## src/rtl/pc_redirect_unit.sv

```systemverilog
// Fetch PC generator with EX-stage branch/jump redirect, misaligned-target trap
// and a fixed two-cycle IF/ID flush window after every taken control transfer.
module pc_redirect_unit #(
  parameter logic [31:0] RESET_PC = 32'h0000_0000,
  parameter logic [31:0] TRAP_VEC = 32'h0000_0100
) (
  input  logic        clk,
  input  logic        rst_n,
  input  logic        branch,
  input  logic        jump,
  input  logic [1:0]  immsel,
  input  logic [2:0]  func3,
  input  logic        ex_valid,
  input  logic [31:0] ex_pc,
  input  logic [31:0] rs1_data,
  input  logic [31:0] rs2_data,
  input  logic [31:0] imm,
  input  logic        stall,
  output logic [31:0] pc,
  output logic [31:0] link_addr,
  output logic        flush,
  output logic        redirect,
  output logic        misalign_err
);

  typedef enum logic {RUN, FLUSH} state_t;

  state_t      state;
  logic        fcnt;
  logic        cond;
  logic        accept;
  logic        take;
  logic [31:0] target;
  logic [31:0] pc_inc;

  always_comb begin
    cond = 1'b0;
    case (func3)
      3'b000:  cond = (rs1_data == rs2_data);
      3'b001:  cond = (rs1_data != rs2_data);
      3'b100:  cond = ($signed(rs1_data) <  $signed(rs2_data));
      3'b101:  cond = ($signed(rs1_data) >= $signed(rs2_data));
      3'b110:  cond = (rs1_data <  rs2_data);
      3'b111:  cond = (rs1_data >= rs2_data);
      default: cond = 1'b0;
    endcase
  end

  // Inconsistent decode (both flags, or immsel disagreeing with the flag) falls through as sequential.
  assign accept    = ex_valid & (state == RUN);
  assign take      = accept & ((jump & ~branch & (immsel == 2'b11)) |
                               (branch & ~jump & cond & (immsel == 2'b10)));
  assign target    = ex_pc + imm;
  assign pc_inc    = pc + 32'd4;
  assign link_addr = ex_pc + 32'd4;

  always_ff @(posedge clk) begin
    if (!rst_n) begin
      pc           <= RESET_PC;
      state        <= RUN;
      fcnt         <= 1'b0;
      flush        <= 1'b0;
      redirect     <= 1'b0;
      misalign_err <= 1'b0;
    end else begin
      redirect     <= 1'b0;
      misalign_err <= 1'b0;
      case (state)
        RUN: begin
          // A take overrides stall so the redirect is never lost.
          if (take) begin
            flush <= 1'b1;
            state <= FLUSH;
            fcnt  <= 1'b1;
            if (target[1:0] == 2'b00) begin
              pc       <= target;
              redirect <= 1'b1;
            end else begin
              pc           <= TRAP_VEC;
              misalign_err <= 1'b1;
            end
          end else begin
            flush <= 1'b0;
            if (!stall) pc <= pc_inc;
          end
        end
        FLUSH: begin
          if (!stall) pc <= pc_inc;
          if (fcnt) begin
            fcnt <= 1'b0;
          end else begin
            state <= RUN;
            flush <= 1'b0;
          end
        end
        default: begin
          state <= RUN;
          flush <= 1'b0;
        end
      endcase
    end
  end

endmodule

```

## config.mk

```make
export PLATFORM = sky130hd
export DESIGN_NAME = pc_redirect_unit
export DESIGN_NICKNAME = d
export VERILOG_FILES = /design/src/rtl/pc_redirect_unit.sv
export SDC_FILE = /design/constraint.sdc
export NUM_CORES = 1
export LEC_CHECK = 0
export ABC_CLOCK_PERIOD_IN_PS = 4700
export CORE_MARGIN = 2
export CORE_UTILIZATION = 40
export CTS_BUF_LIST = sky130_fd_sc_hd__clkbuf_8 sky130_fd_sc_hd__clkbuf_16
export DETAILED_ROUTE_END_ITERATION = 10
export PLACE_DENSITY = 0.77
export SLEW_MARGIN = 20
export SYNTH_ARGS = -nofsm -noshare
export SYNTH_HDL_FRONTEND = slang
export SYNTH_SLANG_ARGS = --single-unit
```

## constraint.sdc

```tcl
create_clock -name clk -period 4.7 [get_ports clk]
set_clock_uncertainty 0.2 [all_clocks]
set_input_delay 1.175 -clock clk [delete_from_list [all_inputs] [get_ports clk]]
set_output_delay 1.175 -clock clk [all_outputs]
set_load 0.03 [all_outputs]
```

==> flow_summary.json <==
{
  "cts_sinks": 37,
  "fin_nets": 1069,
  "synth_warnings": 0,
  "cap_violations": 0,
  "gr-usage-all-layers_pct": 23.1,
  "setup-tns-final_ns": 0,
  "min_from": "pc[1]",
  "cts_tree": "done",
  "worst_ep_arrival_time_ns": 3.27,
  "status": "complete, no violations",
  "power_density_nw_per_um2": 169,
  "grt_antenna_before_repair": 0,
  "synth_seq_cells": 37,
  "max_slew_margin_pct": 53.7,
  "place_congestion": 0.971,
  "yosysUniqueCellTypes": 56,
  "r2r-start": "pc[2]",
  "routed_wl_mm": 15.3,
  "numCtsBuffers": 5,
  "wl_per_cell_um": 15.2,
  "io_pins": 206,
  "crit_chain": "clkdlybuf4s50_1 -> and3_1 -> and2_4 -> nand4_1 -> or2_4 -> nor2_4 -> buf_6 -> nand3_2 -> nor4_4 -> xor2_1 -> buf_4",
  "postSynthCellCount": 636,
  "place_ws_ns": -0.142,
  "fin_total_pwr_w": 0.00124,
  "cts_root_buffer": "clkbuf_16",
  "holdWs_ns": 0.279,
  "hp-class": "flip-flop to flip-flop",
  "via_per_inst": 5.34,
  "ys.flop_type": "dfxtp_1",
  "grt_pass1_wl_mm": 24.9,
  "dr.pass1.iters": 4,
  "die-height_um": 113,
  "dieArea_um2": 12700,
  "min_period_over_period_pct": 98.8,
  "diodes": 0,
  "place_hpwl_mm": 12.5,
  "grt_pass1_vias": 5467,
  "crit_type": "primary input to primary output",
  "end_kind": "primary output",
  "initial_core_util_pct": 41.3,
  "setup_slack_ns": 0.0541,
  "finalHoldViolations": 0,
  "crit_fanout": 4,
  "crit_path_max_incr_delay_ns": 0.48,
  "area_delta_synth_final_pct": 54.9,
  "cts-htree-levels": 2,
  "drtIter0Drc": 396,
  "required_ns": 3.32,
  "clock.fmax_mhz": 215,
  "grt_max_degree": 37,
  "synth_nets": 841,
  "drc_errors": 0,
  "rows": 39,
  "synth_area_um2": 4730,
  "yosysSeqAreaShare_pct": 15.7,
  "finalCriticalPeriod_ns": 4.65,
  "port_buffers": 205,
  "vdd_drop_max_v": 0.000108,
  "tightest_slew_ns": 0.677,
  "synth_edf_count": 0,
  "rsz0062_at_grt": "true",
  "slew_violations": 0,
  "core_area_um2": 11500,
  "clk_latency_ns": 0.27,
  "drive_above_1_share_pct": 9.25,
  "drt.antenna.violating_nets": 0,
  "dr_total_vias": 5379,
  "startpoint_type": "primary input",
  "synth.avg_cell_area_um2": 7.44,
  "grt_remaining_overflow": 0,
  "setup_viol": 0,
  "cts.clk_slew.worst_paths_ns": 0.05,
  "synthArstFlopShare_pct": 0,
  "leakage_nw": 3.11,
  "ff2ff_setup_slack_ns": 1.96,
  "startpoint": "ex_pc[4]",
  "die_w_um": 113,
  "clock_path_buffers": 2,
  "slowest_stage": "clkdlybuf4s50_1"
}
[stage by stage]
stage	instance area [µm²]	utilization, %	std cells
6_report	7330	63.9	1008
2_1_floorplan	4730	-	636
5_1_grt	7330	63.9	1008
3_5_place_dp	7060	61.6	996
3_3_place_gp	7060	61.6	996
4_1_cts	7230	63.0	1005
[worst paths after layout]
check,endpoint,depth (start not counted)
min reg2reg,pc[1],1
max,link_addr[31],11
min,pc[1],1
max reg2reg,pc[26],10
[power breakdown]
group,switching [W],internal [W],total [W]
clock,0.000123,0.000192,0.000315
combinational,0.000299,0.000294,0.000593
sequential,0.00000732,0.000320,0.000327
[critical path, delay by kind of cell]
family        cells  cell delay, ns
xor+xnor          1            0.17
buf+inv           3            0.78
simple gates      7            1.13
[state kept, by name, indices dropped and copies added (netlist names)]
name          count
pc               32
fcnt              1
flush             1
misalign_err      1
redirect          1
state             1
[cells by family after synthesis]
kind of cell	Yosys count	share of synthesized area, %
flip-flops	37	15.7
adder cells (fa/ha/maj)	66	17.6
multiplexers	2	0.423
XOR/XNOR	86	15.9
AND/OR/NAND/NOR	244	25.5
AO/OA/AOI/OAI	146	19.8
buffers and inverters	55	5.00
[timing repair]
item / 4_1_cts / 5_1_grt
hold buffers: 0 / 0
pin swaps: 5 / 7
endpoints found under the hold margin: 0 / 0
setup buffers: 1 / 3
gates resized for setup: 5 / 17
endpoints found under the setup margin: 2 / 4
[layout make-up]
type                            instances  area, µm²
Inverter                               40        150
Timing Repair Buffer                  236       2280
Clock inverter                          3       15.0
Clock buffer                            5        125
Fill cell                             973       4140
Multi-Input combinational cell        544       3840
Tap cell                              143        179
Sequential cell                        37        741
[synth_stat cells, types with 3 or more instances]
cell type  instances  area share (%)
a21oi_1           64             6.8
o21ai_0           17             1.8
nand2_1           78             6.2
nor2_1            37             2.9
o31ai_1            3            0.48
clkbuf_1           7            0.56
nor3_1             9            0.95
o21ai_1            3            0.32
inv_1             40             3.2
nand4_1           19             2.5
a21boi_0           3            0.48
a211oi_1          13             2.1
nand3_1           47             5.0
a21o_1             8             1.3
buf_4              3            0.48
and4_1             3            0.56
xnor2_1           62              11
and2_1             3            0.40
o21a_1             7             1.1
nor3b_1            3            0.48
buf_2              3            0.32
ha_1              65              17
xor2_1            24             4.4
or2_2              5            0.66
o21bai_1           4            0.63
nor2b_1            5            0.66
and3_1            19             2.5
dfxtp_1           37              16
o211ai_1           5            0.79
nand2b_1           7            0.93
[placed cells by master, fill, tap and decap left out, types with 3 or more instances in the layout]
| cell type | instances |
|---|---|
| nand2_1 | 78 |
| or2_2 | 4 |
| o211ai_1 | 5 |
| nand2b_1 | 7 |
| nor2_1 | 35 |
| and3_1 | 18 |
| o21a_1 | 7 |
| a21oi_1 | 64 |
| nor3_1 | 7 |
| inv_1 | 42 |
| nand3_1 | 45 |
| nor2b_1 | 5 |
| xnor2_1 | 62 |
| dfxtp_1 | 37 |
| a21boi_0 | 3 |
| nand4_1 | 19 |
| a211oi_1 | 13 |
| o21ai_1 | 3 |
| xor2_1 | 24 |
| o21ai_0 | 17 |
| clkbuf_16 | 5 |
| o21bai_1 | 4 |
| ha_1 | 65 |
| nor3b_1 | 3 |
| o31ai_1 | 3 |
| buf_4 | 48 |
| clkdlybuf4s50_1 | 180 |
| buf_12 | 3 |
| a21o_1 | 8 |
| dlymetal6s2s_1 | 4 |
[per-layer routing]
layer	vias up	track usage, %	part of all wire (%)	routed length [µm]
met5	-	0	0	0
met4	0	6.10	1.9	287
met3	21	5.03	8.6	1310
met2	236	41.8	48	7390
met1	2389	27.5	41	6340
li1	2733	-	-	-
Power figures use the tool's default switching activity.
